===== src/rtl/othello_pkg.sv =====
// Shared constants and types for the Othello board renderer.
// Optional grid drawing is enabled by CELL_DRAW_GRID_EN.
package othello_pkg;

  localparam int CELL_SIZE  = 12;
  localparam int CELL_PITCH = 13;
  localparam int ORIGIN_OFF = 9;

  localparam logic [8:0] DISK_R2 = 9'd100;

  localparam logic [1:0] SEL_EMPTY = 2'd0;
  localparam logic [1:0] SEL_BOX   = 2'd1;
  localparam logic [1:0] SEL_WHITE = 2'd2;
  localparam logic [1:0] SEL_BLACK = 2'd3;

  localparam logic [2:0] COL_BOARD  = 3'b010;
  localparam logic [2:0] COL_CURSOR = 3'b110;
  localparam logic [2:0] COL_WHITE  = 3'b111;
  localparam logic [2:0] COL_BLACK  = 3'b000;
  localparam logic [2:0] COL_GRID   = 3'b000;

  typedef enum logic [1:0] {IDLE, DRAW, DONE} state_t;

endpackage


===== src/rtl/cell_pixel_shader.sv =====
// Combinational colour lookup for one sprite pixel: cursor outline, disk mask
// and (with CELL_DRAW_GRID_EN) the grid gap row/column.
module cell_pixel_shader
  import othello_pkg::*;
(
  input  logic [3:0] dx_i,
  input  logic [3:0] dy_i,
  input  logic [1:0] sel_i,
  output logic [2:0] colour_o
);

  localparam logic [3:0]        LAST_IDX = 4'(CELL_SIZE - 1);
  localparam logic signed [8:0] CENTRE2  = 9'(CELL_SIZE - 1);

  logic signed [8:0] u, v;
  logic [8:0]        uu, vv, r2;
  logic              onEdge, inDisk;

  // Doubled coordinates keep the sprite centre on an integer grid.
  assign u      = $signed({4'b0000, dx_i, 1'b0}) - CENTRE2;
  assign v      = $signed({4'b0000, dy_i, 1'b0}) - CENTRE2;
  assign uu     = $unsigned(u * u);
  assign vv     = $unsigned(v * v);
  assign r2     = uu + vv;
  assign inDisk = (r2 <= DISK_R2);
  assign onEdge = (dx_i == 4'd0) || (dx_i == LAST_IDX) ||
                  (dy_i == 4'd0) || (dy_i == LAST_IDX);

  always_comb begin
    colour_o = COL_BOARD;
    case (sel_i)
      SEL_BOX:   if (onEdge) colour_o = COL_CURSOR;
      SEL_WHITE: if (inDisk) colour_o = COL_WHITE;
      SEL_BLACK: if (inDisk) colour_o = COL_BLACK;
      default:   colour_o = COL_BOARD;
    endcase
`ifdef CELL_DRAW_GRID_EN
    if ((dx_i == 4'(CELL_SIZE)) || (dy_i == 4'(CELL_SIZE)))
      colour_o = COL_GRID;
`endif
  end

endmodule


===== src/rtl/cell_drawer.sv =====
// Rasterises one cell sprite into the VGA adapter write port, one pixel per clock.
// Defining CELL_DRAW_GRID_EN extends the raster by one grid row/column.
module cell_drawer
  import othello_pkg::*;
(
  input  logic       clk,
  input  logic       resetn,
  input  logic       start,
  input  logic [7:0] x_in,
  input  logic [6:0] y_in,
  input  logic [1:0] select,
  output logic [7:0] x_out,
  output logic [6:0] y_out,
  output logic [2:0] colour,
  output logic       plot,
  output logic       busy,
  output logic       done
);

`ifdef CELL_DRAW_GRID_EN
  localparam int RASTER_N = CELL_SIZE + 1;
`else
  localparam int RASTER_N = CELL_SIZE;
`endif
  localparam logic [3:0] LAST = 4'(RASTER_N - 1);

  state_t     state_q;
  logic [3:0] dx_q, dy_q, dx_d, dy_d;
  logic [7:0] xLat_q, xb_d;
  logic [6:0] yLat_q, yb_d;
  logic [1:0] sel_q, sel_d;
  logic [7:0] x_q;
  logic [6:0] y_q;
  logic [2:0] col_q, pixCol;
  logic       plot_q, busy_q, done_q;

  // The output registers always hold the pixel at (dx_q, dy_q), so the shader
  // looks one pixel ahead; on acceptance that is pixel (0,0) of the live inputs.
  always_comb begin
    dx_d  = dx_q;
    dy_d  = dy_q;
    sel_d = sel_q;
    xb_d  = xLat_q;
    yb_d  = yLat_q;
    if (state_q == IDLE) begin
      dx_d  = 4'd0;
      dy_d  = 4'd0;
      sel_d = select;
      xb_d  = x_in;
      yb_d  = y_in;
    end else if (dx_q == LAST) begin
      dx_d = 4'd0;
      dy_d = dy_q + 4'd1;
    end else begin
      dx_d = dx_q + 4'd1;
    end
  end

  cell_pixel_shader u_shader (
    .dx_i     (dx_d),
    .dy_i     (dy_d),
    .sel_i    (sel_d),
    .colour_o (pixCol)
  );

  always_ff @(posedge clk or posedge resetn) begin
    if (resetn) begin
      state_q <= IDLE;
      dx_q    <= '0;
      dy_q    <= '0;
      xLat_q  <= '0;
      yLat_q  <= '0;
      sel_q   <= '0;
      x_q     <= '0;
      y_q     <= '0;
      col_q   <= '0;
      plot_q  <= 1'b0;
      busy_q  <= 1'b0;
      done_q  <= 1'b0;
    end else begin
      case (state_q)
        IDLE: begin
          if (start) begin
            xLat_q  <= x_in;
            yLat_q  <= y_in;
            sel_q   <= select;
            dx_q    <= 4'd0;
            dy_q    <= 4'd0;
            x_q     <= x_in;
            y_q     <= y_in;
            col_q   <= pixCol;
            plot_q  <= 1'b1;
            busy_q  <= 1'b1;
            state_q <= DRAW;
          end
        end
        DRAW: begin
          if ((dx_q == LAST) && (dy_q == LAST)) begin
            plot_q  <= 1'b0;
            done_q  <= 1'b1;
            state_q <= DONE;
          end else begin
            dx_q  <= dx_d;
            dy_q  <= dy_d;
            x_q   <= xb_d + 8'(dx_d);
            y_q   <= yb_d + 7'(dy_d);
            col_q <= pixCol;
          end
        end
        DONE: begin
          done_q  <= 1'b0;
          busy_q  <= 1'b0;
          state_q <= IDLE;
        end
        default: state_q <= IDLE;
      endcase
    end
  end

  assign x_out  = x_q;
  assign y_out  = y_q;
  assign colour = col_q;
  assign plot   = plot_q;
  assign busy   = busy_q;
  assign done   = done_q;

endmodule


===== config.mk =====
export PLATFORM = sky130hd
export DESIGN_NAME = cell_drawer
export DESIGN_NICKNAME = d
export VERILOG_FILES = /design/src/rtl/othello_pkg.sv /design/src/rtl/cell_pixel_shader.sv /design/src/rtl/cell_drawer.sv
export SDC_FILE = /design/constraint.sdc
export NUM_CORES = 1
export LEC_CHECK = 0
export CAP_MARGIN = 30
export CORE_ASPECT_RATIO = 0.5
export CORE_MARGIN = 8
export CORE_UTILIZATION = 55
export CTS_CLUSTER_SIZE = 8
export DETAILED_ROUTE_END_ITERATION = 7
export PLACE_DENSITY = 0.77
export SETUP_SLACK_MARGIN = 0.4
export SKIP_CTS_REPAIR_TIMING = 1
export SLEW_MARGIN = 40
export SYNTH_ARGS = -nofsm -noshare
export SYNTH_HDL_FRONTEND = slang
export SYNTH_HIERARCHICAL = 1
export SYNTH_SLANG_ARGS = --single-unit

===== constraint.sdc =====
create_clock -name clk -period 10.5 [get_ports clk]
set_input_delay 2.625 -clock clk [delete_from_list [all_inputs] [get_ports clk]]
set_output_delay 2.625 -clock clk [all_outputs]
set_load 0.01 [all_outputs]

==> flow_summary.toml, run 1 <==
[status]
status = "completed"

[timing]
relSlewSlack = 0.479
drv_slew = 0
setup_tns_ns = 0
setup_viol = 0
skew_ns = 0.00687
clock.fmax_mhz = 136
hold_viol = 0
fin_crit_sh = 0.700
worstMarginPinSlew_ns = 0.779
grt_setup_unrepaired = "no"
fin_crit_ns = 7.35

[synth]
syn-num-nets = 576
ys_async_sr_fraction = 1.00
synth_area_leader_cell = "dfrtp_1"
synth_top_area_frac = 0.277
ys_types = 48
synth_seq_area_share = 0.277
synthTopCellsByArea = "dfrtp_1 (28%), fa_1 (15%), ha_1 (12%), nand2_1 (9.7%), xnor2_1 (5.9%)"
synth_edf_count = 0
netlist_instances = 481
syn-cell-area_sq_mm = 0.00433
yosysWarningCount = 6
syn_area_per_cell_sq_um = 9.01
yosysMostFrequentCell = "nand2_1"
ys_ff_latch = 48
synth_common_cells = "nand2_1 (112), dfrtp_1 (48), inv_1 (47)"
synth_ff_type = "dfrtp_1"

[clocking]
clockBufferDepth = 2
cts_sinks = 48
cts_root_buf = "clkbuf_16"
cts_buffers = 5
clk_pin_slew_ns = 0.07
worstSkewPairLatency_ns = 0.29
h-tree-depth = 2
tritoncts = "done"

[die]
core_sq_mm = 0.00783
io_pins = 41
start_util = 0.554
num_rows = 23
die_w_um = 142
die_h_um = 78.8
die_area_sq_mm = 0.0111

[setup_path]
r2r_slack_ns = 3.15
rr_startpoint = "state_q[1]"
crit_type = "reg -> reg"
start_kind = "flip-flop"
path_max_fanout = 11
critPathRequiredTime_ns = 10.67
reg2regPathDepth = 21
crit_arrival_ns = 7.52
endpoint_kind = "flip-flop"
worstReg2RegEnd = "colour[1]"

[layout]
fin_cells = 632
area_growth_pct = 15.5
postLayoutCellArea_sq_mm = 0.00500
num_antenna_cells = 0
final_nets = 614
drive_above_1_share = 0.0558

[grt]
grtUsageTotal = 0.182
grt_pass1_wl_um = 16700
grt_overflow_total = 0
antenna_found_initial = 0
grt_pass1_vias = 3516
grt_start_max_net_pins = 49

[worst_hold_path]
hold_depth = 2
min_to = "sel_q[1]"
hold_start = "sel_q[1]"
hold_class = "reg -> reg"

[placement]
port_buffers = 40
placed_cell_area_sq_mm = 0.00485
dp.cells = 624
hpwl_um = 7370
gp_congestion = 0.820

[flow_run]
drv_cap = 0

[routing]
wl_per_cell_um = 14.9
drt_first_pass_iters = 4
postRouteAntennaNets = 0
drc = 0
drtIter0Drc = 218
dr_total_vias = 3347
totalWireLength_um = 9430
routed_via_density = 5.30
per-layer routing:
metal / global-route usage / routed length (um)
met5: 0 / 0
met1: 0.242 / 4430
met4: 0.0510 / 94
met3: 0.0323 / 516
met2: 0.304 / 4390
layout make-up:
cell class	count	area [sq um]
clock buffer	6	139
clock inverter	2	13.8
fill	674	2820
inverter	47	179
multi-input combinational	371	2880
sequential	48	1200
tap	112	140
timing repair buffer	46	449
metrics by stage:
step           worst slack (ns)  utilization  hold slack (ns)
6_report                   3.15        0.639            0.476
5_1_grt                    2.75        0.639            0.503
3_3_place_gp               3.06        0.617            0.457
3_5_place_dp               3.12        0.620            0.463
4_1_cts                    3.12        0.639            0.480
2_1_floorplan              3.71            -            0.446
registers in the layout, summed over array words and instances (netlist names):
signal,cells
state_q,2
x_out,8
xLat_q,8
busy,1
sel_q,2
done,1
colour,3
dy_q,4
yLat_q,7
y_out,7
dx_q,4
plot,1
cells in the final DEF (no fill, tap or decap), types with 4 or more instances in the layout:
| cell type | n |
|---|---|
| xnor2_1 | 29 |
| mux2i_1 | 10 |
| buf_4 | 5 |
| fa_1 | 32 |
| ha_1 | 43 |
| nor2_1 | 29 |
| and2_1 | 4 |
| clkdlybuf4s50_1 | 40 |
| a21oi_1 | 18 |
| nand2_1 | 112 |
| clkbuf_16 | 5 |
| a21o_1 | 7 |
| mux2_2 | 4 |
| nand3_1 | 7 |
| o21ai_0 | 18 |
| dfrtp_1 | 48 |
| inv_1 | 46 |
| xor2_1 | 8 |
worst max-delay path, cell delays in order, from the launching register on:
cell	delay, ns
dfrtp_1	0.45
nor2_1	0.64
nor4_1	0.16
nor2_1	0.35
inv_1	0.23
a21oi_4	0.32
inv_1	0.17
nor2_1	0.20
inv_1	0.08
fa_1	0.50
fa_1	0.55
inv_1	0.05
fa_1	0.50
fa_1	0.52
fa_1	0.49
ha_1	0.32
ha_1	0.33
a21oi_1	0.14
xnor3_1	0.41
xnor3_1	0.22
or3_1	0.35
mux2_2	0.26
how the worst max path moves through the flow:
stage | from | end | slack (ns) | depth (start not counted)
after global routing | state_q[1] | colour[1] | 2.75 | 21
after detailed placement | state_q[1] | colour[1] | 3.12 | 21
after CTS | state_q[1] | colour[1] | 3.12 | 21
after global placement | dx_q[0] | colour[1] | 3.06 | 20
after floorplan | dx_q[0] | colour[1] | 3.71 | 21
final | state_q[1] | colour[1] | 3.15 | 21
cell families after synthesis:
family | synth area share
AND/OR/NAND/NOR | 0.175
adder cells (fa/ha/maj) | 0.272
AO/OA/AOI/OAI | 0.0988
buffers and inverters | 0.0586
flip-flops | 0.277
XOR/XNOR | 0.0852
multiplexers | 0.0335
Power of run 1 is not shown: default switching activity piles up to over one toggle a cycle in this logic, so the estimate is an artifact.
==> run 2: changes to the inputs <==
CORE_UTILIZATION = 53   (was 55)
PLACE_DENSITY = 0.78   (was 0.77)
clock period = 6.3 ns   (was 10.5 ns; I/O delays follow)
==> flow_summary.toml, run 2 (synthesized netlist as in run 1, its figures left out) <==
[clocking]
clockBufferDepth = 2
cts_sinks = 48
cts_root_buf = "clkbuf_16"
cts_buffers = 5
clk_pin_slew_ns = 0.07
tritoncts = "done"
worstSkewPairLatency_ns = 0.29
h-tree-depth = 2

[timing]
clock.fmax_mhz = 164
hold_viol = 0
relSlewSlack = 0.450
setup_tns_ns = 0
fin_crit_ns = 6.10
setup_viol = 0
skew_ns = 0.00690
fin_crit_sh = 0.968
drv_slew = 0
grt_setup_unrepaired = "yes"
worstMarginPinSlew_ns = 0.823
whs_ns = 0.483

[flow_run]
drv_cap = 0

[die]
start_util = 0.544
num_rows = 23
io_pins = 41
die_w_um = 144
die_h_um = 79.9
die_area_sq_mm = 0.0115
core_sq_mm = 0.00797

[setup_path]
rr_startpoint = "dx_q[1]"
crit_chain = "ha_4 -> nand3b_1 -> nand2_2 -> nor2_4 -> ha_4 -> xnor2_4 -> and2_4 -> fa_1 -> inv_1 -> fa_1 -> inv_2 -> fa_1 -> fa_1 -> fa_1 -> ha_4 -> ha_4 -> a21o_1 -> a21oi_2 -> xnor3_1 -> xnor3_1 -> or3_1 -> mux2_4"
critPathMaxStageDelay_ns = 0.54
reg2regPathDepth = 22
crit_type = "reg -> reg"
start_kind = "flip-flop"
crit_slowest_cell = "fa_1"
endpoint_kind = "flip-flop"
r2r_slack_ns = 0.20
cpMostUsedCell = "fa_1"
path_max_fanout = 5
crit_arrival_ns = 6.27
critPathRequiredTime_ns = 6.48
worstReg2RegEnd = "colour[1]"

[worst_hold_path]
hold_depth = 2
hold_start = "xLat_q[3]"
min_to = "xLat_q[3]"
hold_class = "reg -> reg"

[layout]
num_antenna_cells = 0
drive_above_1_share = 0.212
final_common_cell = "nand2_1"
final_nets = 646
final.fill_count = 548
postLayoutCellArea_sq_mm = 0.00567
area_growth_pct = 30.8
final_cell_mix = "nand2_1 (105), dfrtp_1 (45), clkdlybuf4s50_1 (40)"

[placement]
gp_congestion = 0.955
port_buffers = 40
hpwl_um = 7860
placed_cell_area_sq_mm = 0.00518

[routing]
postRouteAntennaNets = 0
totalWireLength_um = 11200
routed_via_density = 5.34
dr_total_vias = 3544
drc = 0
drt_first_pass_iters = 4
wl_per_cell_um = 16.9
drtIter0Drc = 254

[grt]
grt_start_max_net_pins = 49
grt_overflow_total = 0
grt_pass1_vias = 3650
grtUsageTotal = 0.188
grt_pass1_wl_um = 17400
antenna_found_initial = 0

[status]
status = "completed"
==> run 2: changes by cell type in the layout (fill, tap and decap cells not counted), moves of 7 or more <==
cell,change
nor2_1,-8
buf_4,+28
ha_1,-11
inv_1,-9
ha_4,+11
nand2_1,-7
==> run 2: worst max-delay path by stage <==
stage,from,endpoint,depth (start not counted)
after CTS,dx_q[0],colour[1],21
after detailed placement,dx_q[0],colour[1],21
final,dx_q[1],colour[1],22
after floorplan,state_q[0],colour[1],22
after global placement,dx_q[0],colour[1],23
after global routing,dx_q[1],colour[1],22
==> run 2: layer usage <==
layer	wire length [um]	track usage	vias up
li1	-	-	1703
met5	0	0	-
met3	519	0.0215	8
met2	5510	0.323	90
met1	5080	0.258	1743
met4	94	0.0260	0
==> run 2: cell type report <==
type / instances / area, sq um / share of cell area
Clock inverter: 3 / 68.8 / 0.0121
Multi-Input combinational cell: 371 / 3230 / 0.571
Sequential cell: 48 / 1200 / 0.213
Timing Repair Buffer: 78 / 704 / 0.124
Clock buffer: 5 / 125 / 0.0221
Tap cell: 112 / 140 / 0.0247
Inverter: 47 / 189 / 0.0333
==> run 2: critical path, delay by kind of cell (launching register included) <==
kind	cells	cell delay (ns)
AO/OA/AOI/OAI	2	0.30
XOR/XNOR	3	0.54
multiplexers	1	0.26
adder cells (fa/ha/maj)	9	3.37
flip-flops	1	0.43
AND/OR/NAND/NOR	5	1.00
buffers and inverters	2	0.09
==> run 2: stage by stage <==
stage / std cells / util / worst slack, ns
CTS: 645 / 0.674 / 0.0493
finish: 664 / 0.711 / 0.204
detailed placement: 637 / 0.650 / 0.0613
global placement: 637 / 0.650 / 0.168
global route: 664 / 0.711 / 0.00674
floorplan: 481 / - / 0.321
Power of run 2 is left out for the same reason.
==> RTL edit: new RTL, settings of run 2 <==
Add an input register stage for `start`, `x_in`, `y_in` and `select`, without a reset; this delays them by one clock.
--- a/src/rtl/cell_drawer.sv
+++ b/src/rtl/cell_drawer.sv
@@ -26,2 +26,14 @@
 
+  logic start_q;
+  logic [7:0] x_r;
+  logic [6:0] y_r;
+  logic [1:0] select_q;
+
+  always_ff @(posedge clk) begin
+    start_q  <= start;
+    x_r      <= x_in;
+    y_r      <= y_in;
+    select_q <= select;
+  end
+
   state_t     state_q;
@@ -47,5 +59,5 @@
       dy_d  = 4'd0;
-      sel_d = select;
-      xb_d  = x_in;
-      yb_d  = y_in;
+      sel_d = select_q;
+      xb_d  = x_r;
+      yb_d  = y_r;
     end else if (dx_q == LAST) begin
@@ -82,10 +94,10 @@
         IDLE: begin
-          if (start) begin
-            xLat_q  <= x_in;
-            yLat_q  <= y_in;
-            sel_q   <= select;
+          if (start_q) begin
+            xLat_q  <= x_r;
+            yLat_q  <= y_r;
+            sel_q   <= select_q;
             dx_q    <= 4'd0;
             dy_q    <= 4'd0;
-            x_q     <= x_in;
-            y_q     <= y_in;
+            x_q     <= x_r;
+            y_q     <= y_r;
             col_q   <= pixCol;
Formal check against the unedited RTL: not equivalent (a bounded check fails within 4 cycles, from zero or initial values and one cycle with resetn high).
==> RTL edit against run 2 <==
Synthesized cell count grew 3.5%. Worst setup slack gained 51 ps. Synthesized area grew 10%. Routed wire length shrank 1.5%. First-iteration DRC count shrank 9.4%. Design area grew 6.6%. Sequential cell count grew 18. Highest routed layer unchanged.
Power is not shown: default switching activity piles up to over one toggle a cycle in this logic, so the estimate is an artifact.
==> RTL edit: results <==
[status]
status = "finished clean"

[detailed_routing]
dr.first_iter.drc_count = 230
wl_met2_mm = 5.330
met1_length_mm = 5.144
wl_met3_um = 446
vias = 3676
wirelength_mm = 11.03

[cts]
clk_latency_ps = 330
cts-buffers-inserted = 9

[finish]
nFillCells = 613
layout-drive-gt1-share = 0.1982
final_nets = 655

[timing]
finClkSkew_ps = 5.690
slew_headroom = 0.4477

[global_route]
grt_use_total = 0.1751
use_met3 = 0.03734
grt_pass1_wl_mm = 17.90
grt_pass1_vias = 3689
use_met1 = 0.2307
gr-usage-met2 = 0.2923

[place]
gp_congestion = 0.8470
post-dp-hpwl_mm = 7.798

[logic_synthesis]
seq_area_frac_synth = 0.3276
syn_nets = 593
yosysWarnings = 6
async_flop_share = 0.7273
synth_top_cells_by_count = "nand2_1, inv_1, dfrtp_1"
synth_cell_types = 52
synth.area.top_cells = "dfrtp_1, fa_1, ha_1, nand2_1, dfxtp_1"

[worst_setup_path]
worst_r2r_endpoint = "colour[1]"
rr_worst_depth = 23
cpPeakStageDelay_ps = 600
crit_fanout = 6
rrSetupSlack_ps = 260
## RTL edit: metrics by stage
step | hold slack, ps | setup TNS [ps] | instances | cell area, um^2 | setup slack (ps)
CTS | 433.0 | 0 | 668 | 5787 | 3.846
global placement | 421.4 | 0 | 651 | 5458 | 108.0
floorplan | 409.1 | 0 | 498 | 4921 | 295.9
global route | 451.7 | -20.11 | 682 | 6040 | -20.11
finish | 429.2 | 0 | 682 | 6040 | 255.1
detailed placement | 431.6 | 0 | 652 | 5477 | 29.53
## RTL edit: final cells by class
| cell class | instances | area share |
|---|---|---|
| multi-input cells | 365 | 0.5314 |
| flip-flops and latches | 66 | 0.2592 |
| repair buffers | 67 | 0.1017 |
| clock buffers | 9 | 0.03729 |
| inverters | 51 | 0.03211 |
| well taps | 117 | 0.02424 |
| clock inverters | 7 | 0.01409 |
## RTL edit: how the worst min path moves through the flow
| stage | from | endpoint | slack, ps | depth (start not counted) |
|---|---|---|---|---|
| after floorplan | select_q[0] | sel_q[0] | 410 | 2 |
| after global placement | select_q[0] | sel_q[0] | 420 | 2 |
| after detailed placement | select_q[0] | sel_q[0] | 430 | 2 |
| after CTS | select_q[0] | sel_q[0] | 430 | 2 |
| after global routing | select_q[0] | sel_q[0] | 450 | 2 |
| final | select_q[0] | sel_q[0] | 430 | 2 |
## RTL edit: cells by family (layout without fill, tap and decap cells)
logic type | count (synthesis) | after routing | synth area share
compound gates | 63 | 63 | 0.09081
fa+ha+maj | 75 | 75 | 0.2472
flops | 66 | 66 | 0.3276
mux | 21 | 21 | 0.04698
xor+xnor | 37 | 37 | 0.07375
buf+inv | 68 | 134 | 0.05722
simple gates | 168 | 169 | 0.1564
